<file path="config.mk">
export PLATFORM = sky130hd
export DESIGN_NAME = genius_ctrl
export DESIGN_NICKNAME = d
export VERILOG_FILES = /design/src/rtl/genius_pkg.sv /design/src/rtl/genius_timer.sv /design/src/rtl/genius_ctrl.sv
export SDC_FILE = /design/constraint.sdc
export NUM_CORES = 1
export LEC_CHECK = 0
export ABC_AREA = 1
export BUFFER_PORTS_ARGS = -buffer_cell sky130_fd_sc_hd__clkbuf_2
export CAP_MARGIN = 20
export CORE_ASPECT_RATIO = 0.7
export CORE_UTILIZATION = 55
export DETAILED_ROUTE_END_ITERATION = 7
export PLACE_DENSITY = 0.77
export SLEW_MARGIN = 20
export SYNTH_ARGS = -nofsm -noshare
export SYNTH_HDL_FRONTEND = slang
export SYNTH_SLANG_ARGS = --single-unit
</file>
<file path="constraint.sdc">
create_clock -name clk -period 2.1 [get_ports clk]
set_clock_uncertainty 0.15 [all_clocks]
set_input_delay 0.315 -clock clk [delete_from_list [all_inputs] [get_ports clk]]
set_output_delay 0.315 -clock clk [all_outputs]
set_load 0.02 [all_outputs]
</file>
<file path="src/rtl/genius_pkg.sv">
// genius_pkg: shared state encoding, level limit and default timing for genius_ctrl.
// Revision: 1.0
`default_nettype none

package genius_pkg;

  typedef enum logic [2:0] {
    ST_IDLE     = 3'd0,
    ST_SHOW_ON  = 3'd1,
    ST_SHOW_OFF = 3'd2,
    ST_WAIT_IN  = 3'd3,
    ST_PAUSE    = 3'd4,
    ST_WIN      = 3'd5,
    ST_LOSE     = 3'd6
  } state_t;

  localparam logic [3:0] MAX_LEVEL = 4'd15;

  localparam int unsigned DEF_SHOW_CYCLES    = 32'd25_000_000;
  localparam int unsigned DEF_GAP_CYCLES     = 32'd12_500_000;
  localparam int unsigned DEF_TIMEOUT_CYCLES = 32'd150_000_000;

endpackage

`default_nettype wire

</file>
<file path="src/rtl/genius_timer.sv">
// genius_timer: loadable 32-bit down-counter that stops at zero and flags it.
// Revision: 1.0
`default_nettype none

module genius_timer (
  input  logic        clk,
  input  logic        rst_n,
  input  logic        i_load,
  input  logic [31:0] i_load_val,
  input  logic        i_dec,
  output logic        o_zero
);

  logic [31:0] r_count;

  always_ff @(posedge clk or negedge rst_n) begin
    if (!rst_n) begin
      r_count <= 32'd0;
    end else if (i_load) begin
      r_count <= i_load_val;
    end else if (i_dec && (r_count != 32'd0)) begin
      r_count <= r_count - 32'd1;
    end
  end

  assign o_zero = (r_count == 32'd0);

endmodule

`default_nettype wire

</file>
<file path="src/rtl/genius_ctrl.sv">
// genius_ctrl: memory-game controller; plays a growing colour sequence from an
// external ROM and checks the player's presses against it.  Revision: 1.0
`default_nettype none

module genius_ctrl
  import genius_pkg::*;
#(
  parameter int unsigned SHOW_CYCLES    = DEF_SHOW_CYCLES,
  parameter int unsigned GAP_CYCLES     = DEF_GAP_CYCLES,
  parameter int unsigned TIMEOUT_CYCLES = DEF_TIMEOUT_CYCLES
) (
  input  logic       clk,
  input  logic       rst_n,
  input  logic       start,
  input  logic [3:0] btn,
  output logic [3:0] seq_addr,
  input  logic [3:0] seq_data,
  output logic [3:0] led,
  output logic [3:0] level,
  output logic       busy,
  output logic       win,
  output logic       lose
);

  localparam logic [31:0] C_SHOW_LD    = 32'(SHOW_CYCLES - 1);
  localparam logic [31:0] C_GAP_LD     = 32'(GAP_CYCLES - 1);
  localparam logic [31:0] C_TIMEOUT_LD = 32'(TIMEOUT_CYCLES - 1);

  state_t      r_state;
  logic [3:0]  r_idx;
  logic [3:0]  r_level;

  logic        w_tmr_zero;
  logic        w_tmr_load;
  logic        w_tmr_dec;
  logic [31:0] w_tmr_val;
  logic        w_press;
  logic        w_correct;

  assign w_press   = |btn;
  assign w_correct = w_press && (btn == seq_data);

  genius_timer u_timer (
    .clk        (clk),
    .rst_n      (rst_n),
    .i_load     (w_tmr_load),
    .i_load_val (w_tmr_val),
    .i_dec      (w_tmr_dec),
    .o_zero     (w_tmr_zero)
  );

  // Timer reloads mirror the state transitions taken in the FSM below.
  always_comb begin
    w_tmr_load = 1'b0;
    w_tmr_dec  = 1'b0;
    w_tmr_val  = 32'd0;
    case (r_state)
      ST_IDLE, ST_WIN, ST_LOSE: begin
        if (start) begin
          w_tmr_load = 1'b1;
          w_tmr_val  = C_SHOW_LD;
        end
      end
      ST_SHOW_ON: begin
        if (w_tmr_zero) begin
          w_tmr_load = 1'b1;
          w_tmr_val  = C_GAP_LD;
        end else begin
          w_tmr_dec = 1'b1;
        end
      end
      ST_SHOW_OFF: begin
        if (w_tmr_zero) begin
          w_tmr_load = 1'b1;
          w_tmr_val  = (r_idx == r_level) ? C_TIMEOUT_LD : C_SHOW_LD;
        end else begin
          w_tmr_dec = 1'b1;
        end
      end
      ST_WAIT_IN: begin
        if (w_correct) begin
          if (r_idx < r_level) begin
            w_tmr_load = 1'b1;
            w_tmr_val  = C_TIMEOUT_LD;
          end else if (r_level != MAX_LEVEL) begin
            w_tmr_load = 1'b1;
            w_tmr_val  = C_GAP_LD;
          end
        end else if (!w_press) begin
          w_tmr_dec = 1'b1;
        end
      end
      ST_PAUSE: begin
        if (w_tmr_zero) begin
          w_tmr_load = 1'b1;
          w_tmr_val  = C_SHOW_LD;
        end else begin
          w_tmr_dec = 1'b1;
        end
      end
      default: ;
    endcase
  end

  always_ff @(posedge clk or negedge rst_n) begin
    if (!rst_n) begin
      r_state <= ST_IDLE;
      r_idx   <= 4'd0;
      r_level <= 4'd0;
    end else begin
      case (r_state)
        ST_IDLE, ST_WIN, ST_LOSE: begin
          if (start) begin
            r_level <= 4'd0;
            r_idx   <= 4'd0;
            r_state <= ST_SHOW_ON;
          end
        end
        ST_SHOW_ON: begin
          if (w_tmr_zero) r_state <= ST_SHOW_OFF;
        end
        ST_SHOW_OFF: begin
          if (w_tmr_zero) begin
            if (r_idx == r_level) begin
              r_idx   <= 4'd0;
              r_state <= ST_WAIT_IN;
            end else begin
              r_idx   <= r_idx + 4'd1;
              r_state <= ST_SHOW_ON;
            end
          end
        end
        ST_WAIT_IN: begin
          // A press in the timeout cycle wins over the timeout.
          if (w_press) begin
            if (!w_correct) begin
              r_state <= ST_LOSE;
            end else if (r_idx < r_level) begin
              r_idx <= r_idx + 4'd1;
            end else if (r_level != MAX_LEVEL) begin
              r_level <= r_level + 4'd1;
              r_idx   <= 4'd0;
              r_state <= ST_PAUSE;
            end else begin
              r_state <= ST_WIN;
            end
          end else if (w_tmr_zero) begin
            r_state <= ST_LOSE;
          end
        end
        ST_PAUSE: begin
          if (w_tmr_zero) begin
            r_idx   <= 4'd0;
            r_state <= ST_SHOW_ON;
          end
        end
        default: r_state <= ST_IDLE;
      endcase
    end
  end

  assign seq_addr = r_idx;
  assign level    = r_level;
  assign led      = (r_state == ST_SHOW_ON) ? seq_data :
                    (r_state == ST_WIN)     ? 4'b1111  : 4'b0000;
  assign busy     = (r_state != ST_IDLE) && (r_state != ST_WIN) && (r_state != ST_LOSE);
  assign win      = (r_state == ST_WIN);
  assign lose     = (r_state == ST_LOSE);

endmodule

`default_nettype wire

</file>
==> Word-level counts from Yosys, hierarchy flattened <==
Index checks and enable logic that the tools add are counted.
{ "totals": {"reg_bits": 43, "input_bits": 11, "out_inout_bits": 15, "elab_cells": 95} }
{ "op_classes": {"n_addsub": 3, "order_cmp": 1, "n_eq_ne": 22, "muxes": 48, "reduce_logical": 17} }
{ "ops": {"columns": ["operator", "n"], "rows": [
  ["case mux 28 bit (5 select lines)", 1],
  ["2-to-1 mux 28 bit", 4],
  ["2-to-1 mux 32 bit", 2],
  ["2-to-1 mux 4 bit", 14],
  ["2-to-1 mux 25 bit", 2],
  ["2-to-1 mux 24 bit", 2],
  ["logical NOT 32 bit", 1],
  ["nonzero test 32 bit", 1],
  ["subtractor 32 x 1 -> 32 bit (second input constant)", 1],
  ["2-to-1 mux 3 bit", 8],
  ["case mux 4 bit (4 select lines)", 1],
  ["case mux 3 bit (5 select lines)", 1],
  ["AND reduction 6 bit", 2],
  ["inequality test 2 bit (second input constant)", 5],
  ["== test 3 bit (second input constant)", 3],
  ["2-to-1 mux 1 bit", 9],
  ["inequality test 3 bit (second input constant)", 3],
  ["adder 4 x 1 -> 4 bit (second input constant)", 2],
  ["== test 4 bit", 2],
  ["inequality test 4 bit (second input constant)", 2],
  ["case mux 4 bit (2 select lines)", 1],
  ["AND reduction 7 bit", 1],
  ["== test 3 x 2 -> 1 bit (second input constant)", 2],
  ["inequality test 2 x 1 -> 1 bit (second input constant)", 3],
  ["other kinds (13)", 18]
]} }

==> Depth between registers and ports, before layout <==
{ "logic_depth": {"depth_word": 7, "depth_mapped": 15, "depth_no_buf": 14} }

==> Hierarchy <==
From an unflattened synthesis, not the netlist that was laid out.
{ "unflattened": {"cells_unflattened": 621, "area_unflattened_um2": 3747.3} }
{ "by_module_without_submodules": {"columns": ["mod", "instances", "cells_each", "area_per_inst_um2", "seq_area_each_um2"], "rows": [
  ["genius_timer", 1, 433, 2572.5, 800.8],
  ["genius_ctrl", 1, 188, 1174.9, 275.3]
]} }

==> Least setup slack after synthesis <==
Ideal clock, no wire load.
{ "synth_timing": {"kind": "register -> register", "startpoint": "register r_level[3] (netlist: level[3])", "endpoint": "register u_timer.r_count[5]", "setup_time_ns": 0.116, "arrival_ns": 1.877, "required_ns": 1.834, "path_slack_ns": -0.043, "path_stages_with_launch": 14, "path_buffers": 1, "period_less_slack_ns": 2.143, "path_cell_list": "dfrtp_1 inv_1 ha_1 a21oi_1 nand2_1 nor2_1 nand2_1 nand2_1 nor2_4 buf_6 nand2_1 nand2_1 nand2_1 nand2_1"} }
{ "synth_between": {"elab_chain_cells": 6, "word_cells_on_any_way": 11, "classes_between": "1 x order compare; 1 x eq/ne; 8 x mux; 1 x reduce/logical"} }
{ "synth_rtl": {"columns": ["element", "line_no", "rtl"], "rows": [
  ["start, declared", "genius_ctrl.sv:31", "logic [3:0] r_level;"],
  ["start signal, assigned", "genius_ctrl.sv:141", "r_level <= r_level + 4'd1;"],
  ["parallel branches: the longest is 6 deep, another holds < comparator 4 bit", null, null],
  ["end signal, assigned", "genius_timer.sv:20", "r_count <= i_load_val;"],
  ["end signal, assigned", "genius_timer.sv:22", "r_count <= r_count - 32'd1;"],
  ["end, declared", "genius_timer.sv:14", "logic [31:0] r_count;"]
]} }
Parallel ways; which one is timed is not known.
A chain may end at the register's enable or synchronous reset.

==> Worst setup path after layout <==
{ "layout_timing": {"startpoint": "register r_idx[1] (netlist: seq_addr[1])", "endpoint": "register u_timer.r_count[5]"} }
{ "layout_between": {"elab_chain_cells": 5, "word_cells_on_any_way": 9, "classes_between": "1 x order compare; 7 x mux; 1 x reduce/logical"} }
{ "layout_rtl": {"columns": ["element", "line_no", "rtl"], "rows": [
  ["start, declared", "genius_ctrl.sv:30", "logic [3:0] r_idx;"],
  ["start signal, assigned", "genius_ctrl.sv:128", "r_idx <= r_idx + 4'd1;"],
  ["start signal, assigned", "genius_ctrl.sv:139", "r_idx <= r_idx + 4'd1;"],
  ["< comparator 4 bit (*)", "genius_ctrl.sv:82", "if (r_idx < r_level) begin"],
  ["2-to-1 mux 28 bit or 2-to-1 mux 1 bit (tied branches)", "genius_ctrl.sv:82", null],
  ["2-to-1 mux 28 bit or 2-to-1 mux 1 bit (tied branches)", "genius_ctrl.sv:81", "if (w_correct) begin"],
  ["case mux 28 bit (5 select lines) or case mux 1 bit (3 select lines) (tied branches)", "genius_ctrl.sv:57", "case (r_state)"],
  ["2-to-1 mux 32 bit or nonzero test 2 bit (tied branches)", null, null]
]} }
Every way passes the cells marked *; elsewhere a longest branch is shown, timed or not.

==> run_results.csv <==
group,metric,value,unit
status,status,"finished with violations",
status,failed_checks,"negative setup slack",
setup_path,crit_arrival,2290,ps
setup_path,cp_cell_sequence,"ha_4 > inv_1 > o21bai_1 > nand2_2 > nand2_4 > nor2_4 > nand2_2 > nand2_4 > nor2_4 > buf_4 > nand2_1 > nand2_1 > nand2_1 > nand2_1",
pwr,max-vdd-ir-drop,0.00110,V
timing,period_share,1.04,
clock_network,path_clk_slew,90,ps
synthesis,synthCells,526,
synthesis,synth-seq-cells,43,
layout,mostFrequentLayoutCell,"nand2_1",
global_routing,grt_pass1_wl,16300,um
synthesis,avgSynthCellArea,6.39,um^2
layout,final_cell_area,4520,um^2
setup_path,r2r.worst_path.cells,14,
timing,timing.final.max_slew_violations,0,
detailed_routing,viasPerCell,5.51,
global_routing,grtUsageTotal,0.346,
layout,fillers,426,
setup_path,critPathLaunchType,"register",
layout,synthToLayoutAreaGrowth,34.5,%
setup_path,crit_slowest_cell,"dfrtp_1",
hold_path,min_path_type,"input pin to async pin",
pwr,p_leak,2.39,nW
layout,mostFrequentLayoutCells,"nand2_1, nor2_1, buf_4",
layout,diodes,0,
floorplanning,dieHeight,67.4,um
setup_path,crit_cells,14,
place,gp_congestion,0.997,
global_routing,first_global_vias,3272,
detailed_routing,wl,11300,um
timing,grt_setup_unrepaired,"true",
timing,setup_ws,-89.1,ps
timing,period_needed,2190,ps
timing,finalHoldViolations,0,
setup_path,r2r_start,"seq_addr[1]",
floorplanning,dieArea,6430,um^2
run,maxCapViolCount,0,
synthesis,async_reset_ff_frac,1.00,
floorplanning,pin_count,26,
clock_network,clock_latency,310,ps
place,io_buffers,25,
global_routing,busiest_layer,"met1",
pwr,powerDensity,1560,nW/um^2
floorplanning,core_area,5810,um^2
place,hpwlAfterDp,7940,um
timing,slew_headroom,0.630,
detailed_routing,vias,3871,
detailed_routing,wire_per_inst,16.1,um
setup_path,worst-r2r-setup-slack,-90,ps
setup_path,crit_end,"u_timer.r_count[5]",
timing,setup_viol,6,
synthesis,synth.distinct_cells,30,
synthesis,syn-num-nets,545,
synthesis,synthFlopType,"dfrtp_1",
synthesis,ys_seq_area_frac,0.320,
detailed_routing,dr.pass1.iters,5,
layout,drive_gt1_frac,0.287,
synthesis,syn-cell-area,3360,um^2
clock_network,clock_sinks,43,
clock_network,cts_tree,"yes",
global_routing,grt_max_degree,25,
floorplanning,start_util,0.578,
setup_path,startpoint,"seq_addr[1]",
global_routing,antenna_found_initial,0,
setup_path,path_max_fanout,4,
synthesis,synth_edf_count,0,
clock_network,htree_levels,2,
clock_network,cts-root-buf,"clkbuf_8",
setup_path,slowest_delay,430,ps
global_routing,gr-usage-met2,0.496,
setup_path,critPathBufInv,2,
timing,tightest_slew,553,ps
global_routing,overflow,0,
pwr,totalPowerFinal,7.06,mW
detailed_routing,drc,0,
setup_path,r2r-end,"u_timer.r_count[5]",
setup_path,critical_path.endpoint_type,"register",
detailed_routing,postRouteAntennaNets,0,
global_routing,grt_util_met1,0.510,
timing,max_freq,457,MHz
setup_path,critPathTopFamily,"simple AND/OR/NAND/NOR gates",
layout,layout.nets,645,
clock_network,cts_made_buffers,5,
synthesis,yosys_warnings,0,
floorplanning,fp-row-count,23,
clock_network,clockBufferDepth,2,
setup_path,cp_common_cell,"nand2_1",
setup_path,worst-setup-path-type,"register to register",
global_routing,grt_use_met3,0.0867,
setup_path,worstPathRequired,2200,ps
detailed_routing,drt_iter0_markers,522,
floorplanning,die_w,95.4,um
place,place_area,4040,um^2
[flip-flops by register name (all words and copies together) (netlist names)]
| name | count |
|---|---|
| r_state | 3 |
| u_timer.r_count | 32 |
| level | 4 |
| seq_addr | 4 |
[cells in the mapped netlist (2+ instances only)]
library cell	count	area, um^2
nand2_1	196	736
nand4_1	8	50.1
o21bai_1	2	15.0
nor2_2	5	31.3
nand2_4	2	22.5
xor2_1	15	131
ha_1	8	100
nor3_1	3	15.0
dfrtp_1	43	1080
inv_2	6	22.5
o21ai_0	20	100
o21ai_1	6	30.0
nand3_1	33	165
a21oi_1	16	80.1
buf_4	3	22.5
nand3b_1	2	15.0
buf_6	3	33.8
nor2_4	3	33.8
nand2_2	2	12.5
nor2_1	87	327
xnor2_1	10	87.6
inv_1	45	169
[cell families (layout without fill, tap and decap cells)]
logic type	count (synthesis)	count (layout)	synth area share
AOI/OAI and AO/OA	47	47	0.0771
DFF	43	43	0.320
adders and majority gates	8	8	0.0298
and+or+nand+nor	344	345	0.429
buffers and inverters	58	158	0.0756
xor gates and xnor gates	25	25	0.0652
muxes	1	1	0.00298
[power by group]
group	switching [mW]	internal, mW	leakage [nW]
combinational	2.97	1.87	1.78
clock	0.320	0.475	0.0644
sequential	0.305	1.12	0.552
total	3.59	3.47	2.39
[metrics by stage]
| step | hold slack [ps] | cells | util | TNS [ps] | setup slack, ps |
|---|---|---|---|---|---|
| 6_report | 357 | 702 | 0.777 | -359 | -89.1 |
| 5_1_grt | 427 | 702 | 0.777 | -1240 | -139 |
| 4_1_cts | 310 | 699 | 0.736 | 0 | 1.53 |
| 3_5_place_dp | 165 | 684 | 0.696 | -4740 | -257 |
| 3_3_place_gp | 165 | 684 | 0.696 | -2110 | -147 |
| 2_1_floorplan | -131 | 526 | - | 0 | 3.30 |
[area by class of cell]
class | instances | area (um^2) | area share
clock buffers | 5 | 68.8 | 0.0152
clock inverters | 3 | 67.6 | 0.0150
inverters | 52 | 200 | 0.0443
multi-input cells | 426 | 2270 | 0.502
flip-flops and latches | 43 | 1080 | 0.239
well taps | 75 | 93.8 | 0.0208
repair buffers | 98 | 741 | 0.164
[per-layer routing]
layer  wire, um  vias up
met5          0        -
met4        214        0
met3       1300       28
met2       4740      220
met1       5080     1772
li1           -     1851
[what timing repair did]
action,CTS,global route
resized for setup,13,60
setup buffers,5,3
hold buffers,1,0
hold endpoints to repair,19,0
setup endpoints to repair,25,41
pin swaps,6,21
cloned,1,0
[worst min path at each step]
| stage | to | cells past startpoint |
|---|---|---|
| final | seq_addr[0] | 2 |
| after global routing | seq_addr[0] | 2 |
| after CTS | r_state[1] | 6 |
| after detailed placement | seq_addr[2] | 1 |
| after global placement | seq_addr[0] | 1 |
| after floorplan | level[0] | 0 |
No activity file was read; power rests on OpenSTA's default activity.
